## src/rtl/huffman_pkg.sv

```systemverilog
// Shared types and sizes for the Huffman packer slice.
package huffman_pkg;

   localparam int unsigned NUM_SYM      = 6;
   localparam int unsigned MAX_CODE_LEN = 7;
   localparam int unsigned ACC_W        = 16;
   localparam int unsigned LEN_W        = 3;
   localparam int unsigned CNT_W        = 5;

   typedef enum logic [1:0] {
      IDLE,
      PACK,
      FLUSH
   } state_e;

   // One latched table entry: right-aligned code and its bit length.
   typedef struct packed {
      logic [7:0]       code;
      logic [LEN_W-1:0] len;
   } code_entry_t;

endpackage

```

## src/rtl/huffman_code_len.sv

```systemverilog
// Converts a contiguous length mask into a code length by counting its ones.
module huffman_code_len (
   input  logic [6:0] i_mask,
   output logic [2:0] o_len
);

   import huffman_pkg::*;

   // Popcount of the seven mask bits.
   always_comb begin
      o_len = '0;
      for (int i = 0; i < 7; i++) begin
         o_len = o_len + LEN_W'(i_mask[i]);
      end
   end

endmodule

```

## src/rtl/huffman_packer.sv

```systemverilog
// Latches the Huffman code table, packs symbol codes MSB-first into an
// accumulator and emits the bitstream as bytes under valid/ready.
module huffman_packer #(
   parameter int unsigned ACC_W        = 16,
   parameter int unsigned MAX_CODE_LEN = 7
) (
   input  logic       clk,
   input  logic       reset,
   input  logic       code_valid,
   input  logic [7:0] HC1,
   input  logic [7:0] HC2,
   input  logic [7:0] HC3,
   input  logic [7:0] HC4,
   input  logic [7:0] HC5,
   input  logic [7:0] HC6,
   input  logic [7:0] M1,
   input  logic [7:0] M2,
   input  logic [7:0] M3,
   input  logic [7:0] M4,
   input  logic [7:0] M5,
   input  logic [7:0] M6,
   input  logic       sym_valid,
   input  logic [7:0] sym_data,
   input  logic       sym_last,
   output logic       sym_ready,
   output logic       out_valid,
   output logic [7:0] out_data,
   output logic       out_last,
   input  logic       out_ready,
   output logic       err,
   output logic       busy
);

   import huffman_pkg::*;

   logic [7:0]       w_hc [NUM_SYM];
   logic [7:0]       w_m  [NUM_SYM];
   logic [LEN_W-1:0] w_len [NUM_SYM];
   logic             w_unused_msb;

   state_e           r_state, w_state_d;
   logic [CNT_W-1:0] r_bit_cnt, w_bit_cnt_d;
   logic [ACC_W-1:0] r_acc, w_acc_d;
   code_entry_t      r_tab [NUM_SYM];
   code_entry_t      w_tab_d [NUM_SYM];

   logic             r_sym_ready, r_out_valid, r_out_last, r_err, r_busy;
   logic [7:0]       r_out_data;
   logic             w_sym_ready_d, w_out_valid_d, w_out_last_d, w_err_d, w_busy_d;
   logic [7:0]       w_out_data_d;

   logic             w_pop, w_accept, w_sym_hit, w_sym_ok;
   logic [CNT_W-1:0] w_pop_cnt;
   logic [7:0]       w_code_mask;
   code_entry_t      w_sel;

   assign w_hc[0] = HC1;
   assign w_hc[1] = HC2;
   assign w_hc[2] = HC3;
   assign w_hc[3] = HC4;
   assign w_hc[4] = HC5;
   assign w_hc[5] = HC6;
   assign w_m[0]  = M1;
   assign w_m[1]  = M2;
   assign w_m[2]  = M3;
   assign w_m[3]  = M4;
   assign w_m[4]  = M5;
   assign w_m[5]  = M6;

   // Mask bit 7 carries no length information.
   assign w_unused_msb = ^{M1[7], M2[7], M3[7], M4[7], M5[7], M6[7]};

   for (genvar k = 0; k < NUM_SYM; k++) begin : g_len
      huffman_code_len u_code_len (
         .i_mask (w_m[k][MAX_CODE_LEN-1:0]),
         .o_len  (w_len[k])
      );
   end

   // Byte view of the accumulator: top 8 valid bits, or the remainder left-justified.
   function automatic logic [7:0] pack_byte(input logic [ACC_W-1:0] acc,
                                            input logic [CNT_W-1:0] cnt);
      logic [ACC_W-1:0] t;
      if (cnt >= CNT_W'(8)) t = acc >> (cnt - CNT_W'(8));
      else                  t = acc << (CNT_W'(8) - cnt);
      return t[7:0];
   endfunction

   // Look up the table entry for the presented symbol.
   always_comb begin
      w_sel     = '0;
      w_sym_hit = 1'b0;
      for (int k = 0; k < NUM_SYM; k++) begin
         if (sym_data == 8'(k + 1)) begin
            w_sel     = r_tab[k];
            w_sym_hit = 1'b1;
         end
      end
      w_sym_ok    = w_sym_hit && (w_sel.len != '0);
      w_code_mask = (8'd1 << w_sel.len) - 8'd1;
   end

   // Next-state for FSM, accumulator, bit count and table.
   always_comb begin
      w_state_d   = r_state;
      w_bit_cnt_d = r_bit_cnt;
      w_acc_d     = r_acc;
      w_tab_d     = r_tab;
      w_err_d     = 1'b0;
      w_pop       = r_out_valid & out_ready;
      w_accept    = sym_valid & r_sym_ready;
      w_pop_cnt   = (r_bit_cnt >= CNT_W'(8)) ? CNT_W'(8) : r_bit_cnt;

      unique case (r_state)
         IDLE: begin
            if (code_valid) begin
               for (int k = 0; k < NUM_SYM; k++) begin
                  w_tab_d[k].code = w_hc[k];
                  w_tab_d[k].len  = w_len[k];
               end
               w_bit_cnt_d = '0;
               w_state_d   = PACK;
            end
         end
         PACK: begin
            // Pop and accept are mutually exclusive by the bit_cnt threshold.
            if (w_pop) w_bit_cnt_d = r_bit_cnt - w_pop_cnt;
            if (w_accept) begin
               if (w_sym_ok) begin
                  w_acc_d     = (r_acc << w_sel.len) | ACC_W'(w_sel.code & w_code_mask);
                  w_bit_cnt_d = r_bit_cnt + CNT_W'(w_sel.len);
               end else begin
                  w_err_d = 1'b1;
               end
               if (sym_last) w_state_d = FLUSH;
            end
         end
         FLUSH: begin
            if (w_pop) w_bit_cnt_d = r_bit_cnt - w_pop_cnt;
            if (w_bit_cnt_d == '0) w_state_d = IDLE;
         end
         default: w_state_d = IDLE;
      endcase
   end

   // Registered outputs are derived from next-state values so they align with it.
   always_comb begin
      w_out_valid_d = ((w_state_d == PACK) && (w_bit_cnt_d >= CNT_W'(8))) ||
                      ((w_state_d == FLUSH) && (w_bit_cnt_d != '0));
      w_out_data_d  = w_out_valid_d ? pack_byte(w_acc_d, w_bit_cnt_d) : 8'h00;
      w_out_last_d  = w_out_valid_d && (w_state_d == FLUSH) && (w_bit_cnt_d <= CNT_W'(8));
      w_sym_ready_d = (w_state_d == PACK) && (w_bit_cnt_d < CNT_W'(8));
      w_busy_d      = (w_state_d != IDLE);
   end

   // State, datapath and output registers.
   always_ff @(posedge clk or posedge reset) begin
      if (reset) begin
         r_state     <= IDLE;
         r_bit_cnt   <= '0;
         r_acc       <= '0;
         r_tab       <= '{default: '0};
         r_sym_ready <= 1'b0;
         r_out_valid <= 1'b0;
         r_out_data  <= 8'h00;
         r_out_last  <= 1'b0;
         r_err       <= 1'b0;
         r_busy      <= 1'b0;
      end else begin
         r_state     <= w_state_d;
         r_bit_cnt   <= w_bit_cnt_d;
         r_acc       <= w_acc_d;
         r_tab       <= w_tab_d;
         r_sym_ready <= w_sym_ready_d;
         r_out_valid <= w_out_valid_d;
         r_out_data  <= w_out_data_d;
         r_out_last  <= w_out_last_d;
         r_err       <= w_err_d;
         r_busy      <= w_busy_d;
      end
   end

   assign sym_ready = r_sym_ready;
   assign out_valid = r_out_valid;
   assign out_data  = r_out_data;
   assign out_last  = r_out_last;
   assign err       = r_err;
   assign busy      = r_busy;

endmodule

```

## config.mk

```make
export PLATFORM = sky130hd
export DESIGN_NAME = huffman_packer
export DESIGN_NICKNAME = d
export VERILOG_FILES = /design/src/rtl/huffman_pkg.sv /design/src/rtl/huffman_code_len.sv /design/src/rtl/huffman_packer.sv
export SDC_FILE = /design/constraint.sdc
export NUM_CORES = 1
export LEC_CHECK = 0
export CAP_MARGIN = 40
export CORE_UTILIZATION = 38
export DETAILED_ROUTE_END_ITERATION = 12
export REMOVE_ABC_BUFFERS = 1
export SKIP_LAST_GASP = 1
export SLEW_MARGIN = 20
export SYNTH_ARGS = -nofsm -noshare
export SYNTH_HDL_FRONTEND = slang
export SYNTH_SLANG_ARGS = --single-unit
```

## constraint.sdc

```tcl
create_clock -name clk -period 5.22 [get_ports clk]
set_input_delay 0.522 -clock clk [delete_from_list [all_inputs] [get_ports clk]]
set_output_delay 0.522 -clock clk [all_outputs]
set_load 0.03 [all_outputs]
```

---- Word level (Yosys, flattened, before mapping) ----
Index checks and enable logic that the tools add are counted.
word-level totals
  register bits ........................... 102
  input port bits ......................... 110
  output and inout bits ................... 13
operators by class
  multiplexer cells ....................... 32
  magnitude comparators ................... 4
  eq/ne operators ......................... 10
  $add $sub $neg .......................... 41
  shifts and indexed selects .............. 4
  bitwise gates (word level) .............. 4
  reductions and logical operators ........ 13
operators with widths
  operator             number
  $add 3x1->3          30
  $mux 11              6
  $mux 16              3
  $mux 5               6
  $eq 8x3->1 const B   3
  $eq 8x2->1 const B   2
  $mux 8               2
  $or 16x8->16         1
  $shl 16x3->16        1
  $shl 16x5->8         1
  $shr 16x5->8         1
  $pmux 5 s3           1
  $add 1x1->2          6
  $ge 5x4->1 const B   2
  $mux 1               9
  $and 8x8->8          1
  $eq 8x1->1 const B   1
  $mux 2               4
  $shl 1x3->8 const A  1
  $sub 8x1->8 const B  1
  $logic_and 1x1->1    6
  $pmux 2 s3           1
  $add 5x3->5          1
  $le 5x4->1 const B   1
  14 further kinds     17

---- Depth between registers and ports, before layout ----
Gate-level depths: netlist of the first run.
  depth in word-level cells ............... 17
  mapped depth ............................ 22
  gate-level depth less buffers ........... 17

---- Modules after synthesis ----
Synthesis of the first run repeated with hierarchy kept, for this count alone.
unflattened totals
  cells, all modules ...................... 783
  area, all modules ....................... 7324.5 um2
modules (own cells, without submodules)
  module            area each (um2)  cells each  instances  sequential area each (um2)
  huffman_packer    6663.9           711         1          2402.3
  huffman_code_len  110.1            12          6          0.0

---- Least setup slack after synthesis of the first run ----
OpenSTA, ideal clock, no wires.
  kind .................................... input to register
  from .................................... input port sym_data[2]
  to ...................................... register r_out_data[6], in the netlist out_data[6]
  data arrival time ....................... 4520 ps
  path slack .............................. 599 ps
  data required time ...................... 5119 ps
  stages on the path ...................... 18
  setup time .............................. 101 ps
  cells stage by stage .................... buf_4 -> nor2b_1 -> o211ai_2 -> o211ai_4 -> inv_2 -> buf_2 -> buf_2 -> ha_1 -> fa_1 -> a311o_1 -> a31oi_4 -> buf_2 -> ha_1 -> nand3_4 -> or2_4 -> a221oi_4 -> inv_2 -> o32ai_1
between the ends
  word-level cells in the longest chain between the ends .. 17
  elaborated cells on any way between the ends .. 43
RTL lines
  item                                                                  RTL line               RTL
  start, declared                                                       huffman_packer.sv:23   input logic [7:0] sym_data,
  parallel branches: the longest is 16 deep, another holds $add 5x3->5  -
  $mux 8 (*)                                                            huffman_packer.sv:150  w_out_data_d = w_out_valid_d ? pack_byte(w_acc_d, w_bit_cnt_d) : 8'h00;
  net w_out_data_d[6]                                                   huffman_packer.sv:50   logic [7:0] w_out_data_d;
  end signal, assigned                                                  huffman_packer.sv:176  r_out_data <= w_out_data_d;
  end, declared                                                         huffman_packer.sv:48   logic [7:0] r_out_data;
Mark *: on every way through the listed nets, which the timed path passes.
A chain may end at the register's enable or synchronous reset.

---- Worst setup path in the final report of the first run ----
  from .................................... input port sym_data[1]
  to ...................................... register r_out_data[6], in the netlist out_data[6]
The elaborated chain is that of the path after synthesis.

==> results.sh, run 1 <==
export IMPL_status="finished, final reports clean"
export IMPL_grtUsageTotal_pct=20.91
export IMPL_rsz0062_at_grt="false"
export IMPL_cts_tree="yes"
export IMPL_place_congestion=0.9107
export IMPL_path_max_fanout=13
export IMPL_p_leak_uw=0.004140
export IMPL_grt_ovfl_total=0
export IMPL_clk_pin_slew_worst_paths_ns=0.08
export IMPL_synth_commonest_cells="194 x nand2_1, 96 x dfrtp_1, 76 x inv_1"
export IMPL_dieArea_um2=19950
export IMPL_totalWireLength_mm=19.70
export IMPL_dp_hpwl_mm=14.76
export IMPL_fp_dieW_um=141.3
export IMPL_htreeDepth=3
export IMPL_period_share_pct=85.29
export IMPL_finalNetCount=1123
export IMPL_finClkSkew_ns=0.01034
export IMPL_yosysSeqAreaShare_pct=32.60
export IMPL_dr_pass1_iters=5
export IMPL_slew_viol_final=0
export IMPL_ys_top_cells_by_area="dfrtp_1 33%, nand2_1 9.9%, mux2i_1 5.6%, fa_1 5.2%, ha_1 4.1%"
export IMPL_final_min_clock_period_ns=4.452
export IMPL_path_class="input pin to register"
export IMPL_final_setup_viol_count=0
export IMPL_worst_slack_ns=0.7679
export IMPL_post_cts_resized=0
export IMPL_ctsHoldBuffers=0
export IMPL_peakVddDrop_mv=0.1862
export IMPL_ioPinCount=123
export IMPL_synth_avg_cell_area_um2=8.471
export IMPL_worstSetupStartpointType="input pin"
export IMPL_grt_max_degree=73
export IMPL_fin_setup_tns_ns=0
export IMPL_cp_end_kind="register"
export IMPL_die_h_um=141.3
export IMPL_clock_path_buffers=2
export IMPL_antenna_found_initial=0
export IMPL_synth_edff_count=0
export IMPL_rows=50
export IMPL_vias_per_cell=5.360
export IMPL_yosys_area_top_type_share_pct=32.60
export IMPL_hold_viol_final=0
export IMPL_clock_root_buffer="clkbuf_16"
export IMPL_worst_pin_slew_ns=0.7181
export IMPL_clock_sinks=96
export IMPL_ys_flop_type="dfrtp_1"
export IMPL_critPathArrivalTime_ns=4.71
export IMPL_drt_iter0_markers=455
export IMPL_hp_class="register to register"
export IMPL_via_count=6619
export IMPL_dp_worst_setup_slack_ns=0.3890
export IMPL_portBuffers=110
export IMPL_p_per_area_nw_per_um2=381.0
export IMPL_postCtsSetupBuffers=0
export IMPL_synth_most_common_cell="nand2_1"
export IMPL_ant_nets=0
export IMPL_area_growth_pct=23.26
export IMPL_r2r_setup_slack_ns=1.34
export IMPL_clock_latency_ns=0.36
export IMPL_n_fill_cell=1811
export IMPL_synth_seq_cells=96
export IMPL_syn_area_um2=7370
export IMPL_required_ns=5.48
export IMPL_diodes=0
export IMPL_grt_pass1_wl_mm=33.02
export IMPL_syn_inst=870
export IMPL_cap_violations=0
export IMPL_cts_buffers=9
export IMPL_post_route_cells_drive_above_1_share_pct=9.641
export IMPL_drc=0
export IMPL_synth_distinct_cells=87
export IMPL_core_area_um2=18830
export IMPL_initial_utilization_pct=39.14
export IMPL_synthArstFlopShare_pct=100.0
export IMPL_grt_pass1_vias=6461
export IMPL_slew_headroom_pct=51.84
export IMPL_yosys_area_top_type="dfrtp_1"
export IMPL_wire_per_inst_um=15.95
export IMPL_fmax_ghz=0.2246
export IMPL_yosys_warnings=0
## kinds of logic (layout without fill, tap and decap cells)
family	Yosys count	in the layout	share of synthesized area, %
muxes	51	51	7.250
DFF	96	96	32.60
other	1	1	0.05088
AOI/OAI and AO/OA	207	207	21.32
xor gates and xnor gates	10	10	1.188
adders and majority gates	43	43	9.236
buffers and inverters	137	242	7.912
and+or+nand+nor	325	325	20.44
## cell type report
cell class,instances,area [µm²],share of cell area (%)
tap,260,325.3,3.581
clock inverter,7,81.33,0.8953
sequential,96,2402,26.45
multi-input combinational,637,4388,48.31
timing repair buffer,142,1341,14.77
inverter,84,320.3,3.526
clock buffer,9,225.2,2.479
## state kept, by name (all words and copies together) (netlist names)
register   flops
out_last       1
r_acc         16
r_tab         60
sym_ready      1
out_data       8
r_bit_cnt      5
busy           1
out_valid      1
err            1
r_state        2
## final timing paths
check	from	cells past startpoint	to
worst min register to register	r_tab[36]	2	r_tab[36]
max in group asynchronous	reset	3	out_data[5]
worst min-delay path	r_tab[36]	2	r_tab[36]
min in group asynchronous	reset	2	r_tab[58]
worst max-delay path	sym_data[1]	18	out_data[6]
worst max register to register	r_tab[11]	16	out_data[6]
## per-layer routing
layer | GRT usage [%] | share of wire (%) | vias up
met5 | 0 | 0 | -
met4 | 7.151 | 1.6 | 0
met3 | 2.565 | 5.7 | 20
met2 | 33.87 | 46 | 206
met1 | 28.90 | 47 | 3116
li1 | - | - | 3277
## report_power, final
| group | switching [µW] | internal, µW |
|---|---|---|
| Combinational | 935 | 636 |
| Clock | 342 | 344 |
| Sequential | 188 | 1020 |
| Total | 1470 | 2000 |
## metrics by stage
stage / hold WS [ns] / cell area [µm²] / util (%) / total power [µW] / std cells
2_1_floorplan: 0.4401 / 7104 / - / 2258 / 817
4_1_cts: 0.4806 / 9084 / 48.24 / 3485 / 1235
3_3_place_gp: 0.4560 / 8777 / 46.61 / 2772 / 1219
6_report: 0.4758 / 9084 / 48.24 / 3461 / 1235
3_5_place_dp: 0.4604 / 8777 / 46.61 / 2789 / 1219
5_1_grt: 0.4917 / 9084 / 48.24 / 3744 / 1235
## worst max-delay path, stage by stage
cell and delay, ns:
clkdlybuf4s50_1 0.60, buf_4 0.26, nor2_1 0.13, o211ai_2 0.14, o211ai_4 0.23, inv_2 0.06, ha_1 0.20, fa_1 0.41
a21o_1 0.19, a21o_1 0.18, o21ai_0 0.14, nand3_1 0.11, o211ai_2 0.33, nand3_4 0.14, or2_4 0.27, a221oi_4 0.40
inv_2 0.10, o32ai_1 0.29
## placed cells by master, fill, tap and decap left out, types with 13 or more instances in the layout
cell | Yosys | final
nand2_1 | 194 | 193
clkdlybuf4s50_1 | 0 | 110
dfrtp_1 | 96 | 96
inv_1 | 76 | 75
nor2_1 | 43 | 43
mux2i_1 | 41 | 41
o21ai_0 | 37 | 37
buf_4 | 8 | 32
a21oi_1 | 26 | 26
ha_1 | 24 | 24
a211oi_1 | 20 | 20
fa_1 | 19 | 19
o2111ai_1 | 18 | 18
nand3_1 | 15 | 15
o211ai_1 | 14 | 14
nor3_1 | 13 | 13
Power figures use the tool's default switching activity.
==> run 2, diff against run 1 <==
--- a/config.mk
+++ b/config.mk
@@ -7,6 +7,7 @@
 export LEC_CHECK = 0
 export CAP_MARGIN = 40
 export CORE_UTILIZATION = 38
+export CTS_BUF_LIST = sky130_fd_sc_hd__clkbuf_16
 export DETAILED_ROUTE_END_ITERATION = 12
 export REMOVE_ABC_BUFFERS = 1
 export SKIP_LAST_GASP = 1
==> results of run 2 <==
Same layout as run 1: the final DEF is identical, and so are final timing and power.
==> run 3, diff against run 2 <==
--- a/config.mk
+++ b/config.mk
@@ -5,7 +5,7 @@
 export SDC_FILE = /design/constraint.sdc
 export NUM_CORES = 1
 export LEC_CHECK = 0
-export CAP_MARGIN = 40
+export CAP_MARGIN = 0
 export CORE_UTILIZATION = 38
 export CTS_BUF_LIST = sky130_fd_sc_hd__clkbuf_16
 export DETAILED_ROUTE_END_ITERATION = 12
==> results of run 3 <==
Same layout as run 1: the final DEF is identical, and so are final timing and power.
